[config.mk]
export PLATFORM = sky130hd
export DESIGN_NAME = jump_sequencer
export DESIGN_NICKNAME = d
export VERILOG_FILES = /design/src/rtl/jump_sequencer.sv
export SDC_FILE = /design/constraint.sdc
export NUM_CORES = 1
export LEC_CHECK = 0
export ABC_AREA = 1
export CAP_MARGIN = 40
export CORE_UTILIZATION = 43
export DETAILED_ROUTE_END_ITERATION = 10
export GPL_TIMING_DRIVEN = 0
export PLACE_DENSITY = 0.78
export REMOVE_ABC_BUFFERS = 1
export SYNTH_ARGS = -nofsm -noshare
export SYNTH_HDL_FRONTEND = slang
export SYNTH_SLANG_ARGS = --single-unit
[constraint.sdc]
create_clock -name clk -period 1.7 [get_ports clk]
set_input_delay 0.34 -clock clk [delete_from_list [all_inputs] [get_ports clk]]
set_output_delay 0.34 -clock clk [all_outputs]
set_load 0.02 [all_outputs]
[src/rtl/jump_sequencer.sv]
// Fetch-side jump initiator: owns the PC, detects J/JAL/JR, and hands the
// request to the jump unit, resuming fetch at the returned target.
module jump_sequencer #(
  parameter logic [31:0] RESET_PC = 32'd0,
  parameter logic [31:0] PC_STEP  = 32'd1,
  parameter int unsigned TIMEOUT  = 16
) (
  input  logic        clk,
  input  logic        rst_n,
  input  logic        stall,
  input  logic [31:0] instr,
  input  logic [31:0] rs_data,
  output logic        jmp_en,
  output logic        jmp_jump,
  output logic [31:0] jmp_pc,
  output logic [25:0] jmp_addr,
  output logic [3:0]  jmp_path_index,
  output logic [31:0] jmp_reg_addr,
  input  logic [31:0] jmp_pc_out,
  input  logic        jmp_done,
  output logic [31:0] pc,
  output logic        pc_valid,
  output logic        link_we,
  output logic [31:0] link_data,
  output logic        busy,
  output logic        timeout_err
);

  localparam int unsigned CW = (TIMEOUT < 2) ? 1 : $clog2(TIMEOUT + 1);
  localparam logic [CW-1:0] CNT_LAST = CW'(TIMEOUT - 1);

  localparam logic [3:0] PATH_J   = 4'd6;
  localparam logic [3:0] PATH_JAL = 4'd7;
  localparam logic [3:0] PATH_JR  = 4'd8;

  typedef enum logic [1:0] {
    S_RUN   = 2'd0,
    S_WAIT  = 2'd1,
    S_FAULT = 2'd2
  } state_t;

  state_t        state_q, state_d;
  logic [31:0]   pc_q, pc_d;
  logic          pc_valid_q, pc_valid_d;
  logic          jmp_en_q, jmp_en_d;
  logic [31:0]   jmp_pc_q, jmp_pc_d;
  logic [25:0]   jmp_addr_q, jmp_addr_d;
  logic [3:0]    jmp_path_q, jmp_path_d;
  logic [31:0]   jmp_reg_q, jmp_reg_d;
  logic          link_we_q, link_we_d;
  logic [31:0]   link_data_q, link_data_d;
  logic [CW-1:0] cnt_q, cnt_d;
  logic          terr_q, terr_d;

  logic       is_j, is_jal, is_jr, is_jump;
  logic [3:0] path_sel;

  always_comb begin
    is_j     = (instr[31:26] == 6'h02);
    is_jal   = (instr[31:26] == 6'h03);
    is_jr    = (instr[31:26] == 6'h00) && (instr[5:0] == 6'h08);
    is_jump  = is_j | is_jal | is_jr;
    path_sel = is_j ? PATH_J : (is_jal ? PATH_JAL : PATH_JR);
  end

  always_comb begin
    state_d     = state_q;
    pc_d        = pc_q;
    pc_valid_d  = pc_valid_q;
    jmp_en_d    = jmp_en_q;
    jmp_pc_d    = jmp_pc_q;
    jmp_addr_d  = jmp_addr_q;
    jmp_path_d  = jmp_path_q;
    jmp_reg_d   = jmp_reg_q;
    link_we_d   = 1'b0;
    link_data_d = link_data_q;
    cnt_d       = cnt_q;
    terr_d      = terr_q;
    case (state_q)
      S_RUN: begin
        if (!stall) begin
          if (is_jump) begin
            state_d    = S_WAIT;
            pc_valid_d = 1'b0;
            jmp_en_d   = 1'b1;
            jmp_pc_d   = pc_q;
            jmp_addr_d = instr[25:0];
            jmp_path_d = path_sel;
            jmp_reg_d  = rs_data;
            cnt_d      = '0;
          end else begin
            pc_d = pc_q + PC_STEP;
          end
        end
      end
      S_WAIT: begin
        // done takes priority over the timeout expiring in the same cycle
        if (jmp_done) begin
          state_d    = S_RUN;
          pc_d       = jmp_pc_out;
          pc_valid_d = 1'b1;
          jmp_en_d   = 1'b0;
          if (jmp_path_q == PATH_JAL) begin
            link_we_d   = 1'b1;
            link_data_d = jmp_pc_q + PC_STEP;
          end
        end else if (cnt_q == CNT_LAST) begin
          state_d  = S_FAULT;
          jmp_en_d = 1'b0;
          terr_d   = 1'b1;
        end else begin
          cnt_d = cnt_q + CW'(1);
        end
      end
      default: begin
        jmp_en_d   = 1'b0;
        pc_valid_d = 1'b0;
      end
    endcase
  end

  always_ff @(posedge clk or negedge rst_n) begin
    if (!rst_n) begin
      state_q     <= S_RUN;
      pc_q        <= RESET_PC;
      pc_valid_q  <= 1'b1;
      jmp_en_q    <= 1'b0;
      jmp_pc_q    <= '0;
      jmp_addr_q  <= '0;
      jmp_path_q  <= '0;
      jmp_reg_q   <= '0;
      link_we_q   <= 1'b0;
      link_data_q <= '0;
      cnt_q       <= '0;
      terr_q      <= 1'b0;
    end else begin
      state_q     <= state_d;
      pc_q        <= pc_d;
      pc_valid_q  <= pc_valid_d;
      jmp_en_q    <= jmp_en_d;
      jmp_pc_q    <= jmp_pc_d;
      jmp_addr_q  <= jmp_addr_d;
      jmp_path_q  <= jmp_path_d;
      jmp_reg_q   <= jmp_reg_d;
      link_we_q   <= link_we_d;
      link_data_q <= link_data_d;
      cnt_q       <= cnt_d;
      terr_q      <= terr_d;
    end
  end

  assign jmp_en         = jmp_en_q;
  assign jmp_jump       = jmp_en_q;
  assign jmp_pc         = jmp_pc_q;
  assign jmp_addr       = jmp_addr_q;
  assign jmp_path_index = jmp_path_q;
  assign jmp_reg_addr   = jmp_reg_q;
  assign pc             = pc_q;
  assign pc_valid       = pc_valid_q;
  assign link_we        = link_we_q;
  assign link_data      = link_data_q;
  assign busy           = (state_q == S_WAIT);
  assign timeout_err    = terr_q;

endmodule

==> metrics <==
status complete, but fails checks; violated checks negative setup slack; placer congestion estimate 0.909; relative slew slack between 50% and 60%; vias in the first global route ~8900; post-route ant nets 0; Flop pwr share roughly 48%; pre-CTS WS -1.46 ns; final worst slack -0.225 ns; DRC viols 0; #FFs+latches synth 168; clock root cell clkbuf_16; hpwl dp 18600 um; fin. max-slew vios 0; Power Internal 0.00634 W; Data arrival, critical path 2.25 ns; Least-Margin Pin Slew 0.635 ns; clk_skew approximately 0.011 ns; first-pass GRT wire length 47800 um; WS Path Type reg2reg; vias 9288; HP Class in2reg; CP endpoint kind flop; Synth Flop Type dfrtp_1; Post-Syn Area ~0.0085 mm^2; Longest Clk Path Bufs 2; routed vias/inst 5.20; Period Utilization, post-route 113%; data required time of the worst path 2.03 ns; Initial DRC Count just over 600; initial antenna violation count 0; final core utilization between 70% and 80%; post-synth top area share 49.0%; Critical Path Start Type flop; grt ovf 0; Post-Route WL 32800 um; Final Setup Violations 126; Synth area leaders dfrtp_1, nand2_1, nor2_1; Peak VDD IR 0.601 mV; Synth cell types 33; Starting Density 43.9%; drt first pass iters 6; max-cap violations 0; PwrDens 601 mW/mm^2; Placeable Area 0.0195 mm^2; EDFF count, synth 0; Fin. Hold Viols 0; clock tree sinks 168; Sw Share 23.3%; number of buffers created by CTS 17; RSZ-0062 raised after global routing true; DIE AREA around 0.020 mm^2; Logic pwr share 4.5%; Syn Area/Cell 7.17 um^2; die width roughly 140 um; fraction of layout cells with a size suffix above 1 22.2%; Total Routing Usage GR 31.3%; share of synthesized registers carrying an async set or reset 100%; crit-path max FO 6; clock-pin slew on the worst setup and hold paths 0.07 ns; Max Freq roughly 0.52 GHz; # port buffers 263; Switching Power 0.00193 W; depth of the CTS H-tree 4; clock latency on the worst-skew pair 0.44 ns; setup slack, reg-to-reg -0.22 ns; final worst path period need 1.92 ns; Clock power frac 47.2%; part of the Yosys area used for sequential elements just under 50%; die height 143 um; largest net degree at the start of global routing approximately 120; Leak 7.12 nW; Top Ports between 200 and 300; Final #Nets approximately 1600; Yosys Warn Count 0; # rows 51; leading area contributor after synthesis dfrtp_1; drt wl/cell approximately 18 um; Post-Synthesis Cells 1191; CTS tree built; antenna cells 0; Area growth syn-to-layout 61.3%
==> Yosys cell counts, types with 2 or more instances <==
cell type and instances:
xnor2_1 3, nand3_1 64, nor2_1 118, buf_4 15, or2_2 3, ha_1 4
a21oi_1 4, inv_1 78, clkbuf_1 5, buf_1 4, nand2_1 575, nand3b_1 4
buf_2 15, o21ai_1 31, xor2_1 12, o21ai_0 54, nand4_1 2, nor3_1 12
nor2_2 3, mux2i_1 2, inv_2 4, nand2_2 2, dfrtp_1 167
==> cells by family after synthesis <==
family,synth area share (%)
multiplexers,0.235
adder cells (fa/ha/maj),0.586
buffers and inverters,6.33
AO/OA/AOI/OAI,5.76
flip-flops,49.3
AND/OR/NAND/NOR,36.3
XOR/XNOR,1.54
==> cell type report <==
| class | count | area [um^2] |
|---|---|---|
| clock buffer | 19 | 453 |
| clock inverter | 13 | 131 |
| fill | 1538 | 5700 |
| inverter | 82 | 357 |
| multi-input combinational | 912 | 4860 |
| sequential | 168 | 4230 |
| tap | 265 | 332 |
| timing repair buffer | 324 | 3370 |
| timing repair inverter | 3 | 27.5 |
==> per-layer routing <==
layer  part of all wire, %  global-route usage [%]  up-vias
met3                   6.6                    6.41      101
met5                     0                       0        -
met2                    50                    54.9      435
met1                    38                    36.7     4393
met4                   4.8                    14.4        0
li1                      -                       -     4359
==> registers in the layout, indices dropped and copies added (netlist names), 2 cells and up <==
name and count:
jmp_pc 32, state_q 2, cnt_q 5, jmp_addr 26, pc 32, link_data 32, jmp_path_index 3, jmp_reg_addr 32
==> per-stage QoR <==
| step | setup TNS [ns] | power, W | instance area, um^2 | hold WS, ns | instances |
|---|---|---|---|---|---|
| final | -17.32 | 0.00827 | 13800 | 0.180 | 1786 |
| after global routing | -23.46 | 0.00849 | 13800 | 0.208 | 1786 |
| after CTS | -11.47 | 0.00827 | 13100 | 0.412 | 1775 |
| after detailed placement | -171.88 | 0.00441 | 11400 | 0.284 | 1683 |
| after global placement | -1604.18 | 0.00440 | 11300 | 0.450 | 1679 |
| after floorplan | -258.32 | 0.00409 | 8300 | 0.0444 | 1151 |
==> final timing paths <==
kind / depth (start not counted) / endpoint / start
hold / removal: 3 / jmp_addr[2]$_DFFE_PN0P_ / instr[2]
setup / recovery: 11 / jmp_pc[27]$_DFFE_PN0P_ / cnt_q[0]$_DFFE_PN0P_
max in group asynchronous: 3 / jmp_pc[18]$_DFFE_PN0P_ / rst_n
hold reg to reg: 2 / link_data[31]$_DFFE_PN0P_ / link_data[31]$_DFFE_PN0P_
min in group asynchronous: 2 / link_data[0]$_DFFE_PN0P_ / rst_n
setup reg to reg: 11 / jmp_pc[27]$_DFFE_PN0P_ / cnt_q[0]$_DFFE_PN0P_
==> power by group through the flow <==
stage                     combinational [W]  clock, W  sequential (W)
after detailed placement           0.000338         0         0.00407
after CTS                          0.000351   0.00392         0.00400
after global routing               0.000403   0.00409         0.00399
final                              0.000372   0.00390         0.00399
after global placement             0.000324         0         0.00407
after floorplan                   0.0000128         0         0.00407
==> critical path: stages, from the launching register on <==
cell and delay (ns):
dfrtp_1 0.37, ha_2 0.21, nand2_2 0.08, nor2_2 0.13, ha_2 0.20, o21a_4 0.16, nand3_4 0.07, buf_12 0.16
buf_12 0.15, buf_16 0.15, nand2_4 0.07, o21ai_4 0.06
==> layout by cell type (no fill, tap or decap), types with 5 or more instances in the layout <==
cell,netlist,layout
nand2_1,575,454
dlygate4sd2_1,0,162
dfrtp_1,167,148
nor2_1,118,94
clkdlybuf4s50_1,0,92
nand2_2,2,81
inv_1,78,72
nand3_1,64,58
o21ai_0,54,43
nand2_4,0,41
o21ai_2,0,25
clkbuf_16,0,20
buf_4,15,20
dfrtp_2,0,19
o21ai_1,31,16
buf_6,1,15
nor2_4,0,14
nor2_2,3,13
xor2_1,12,12
nand3_4,0,11
buf_16,0,11
buf_12,0,11
inv_6,0,7
inv_2,4,6
nor3_1,12,6
nor3_2,0,5
dlymetal6s2s_1,0,5
==> what timing repair did <==
item                                   4_1_cts  5_1_grt
hold buffers                                 1        0
gates resized for setup                    300      224
buffers inserted                            33       14
endpoints found under the hold margin       49        0
setup endpoints to repair                  329      162
gates cloned                                27        6
pin swaps                                   25       32
No activity file was read; power rests on OpenSTA's default activity.
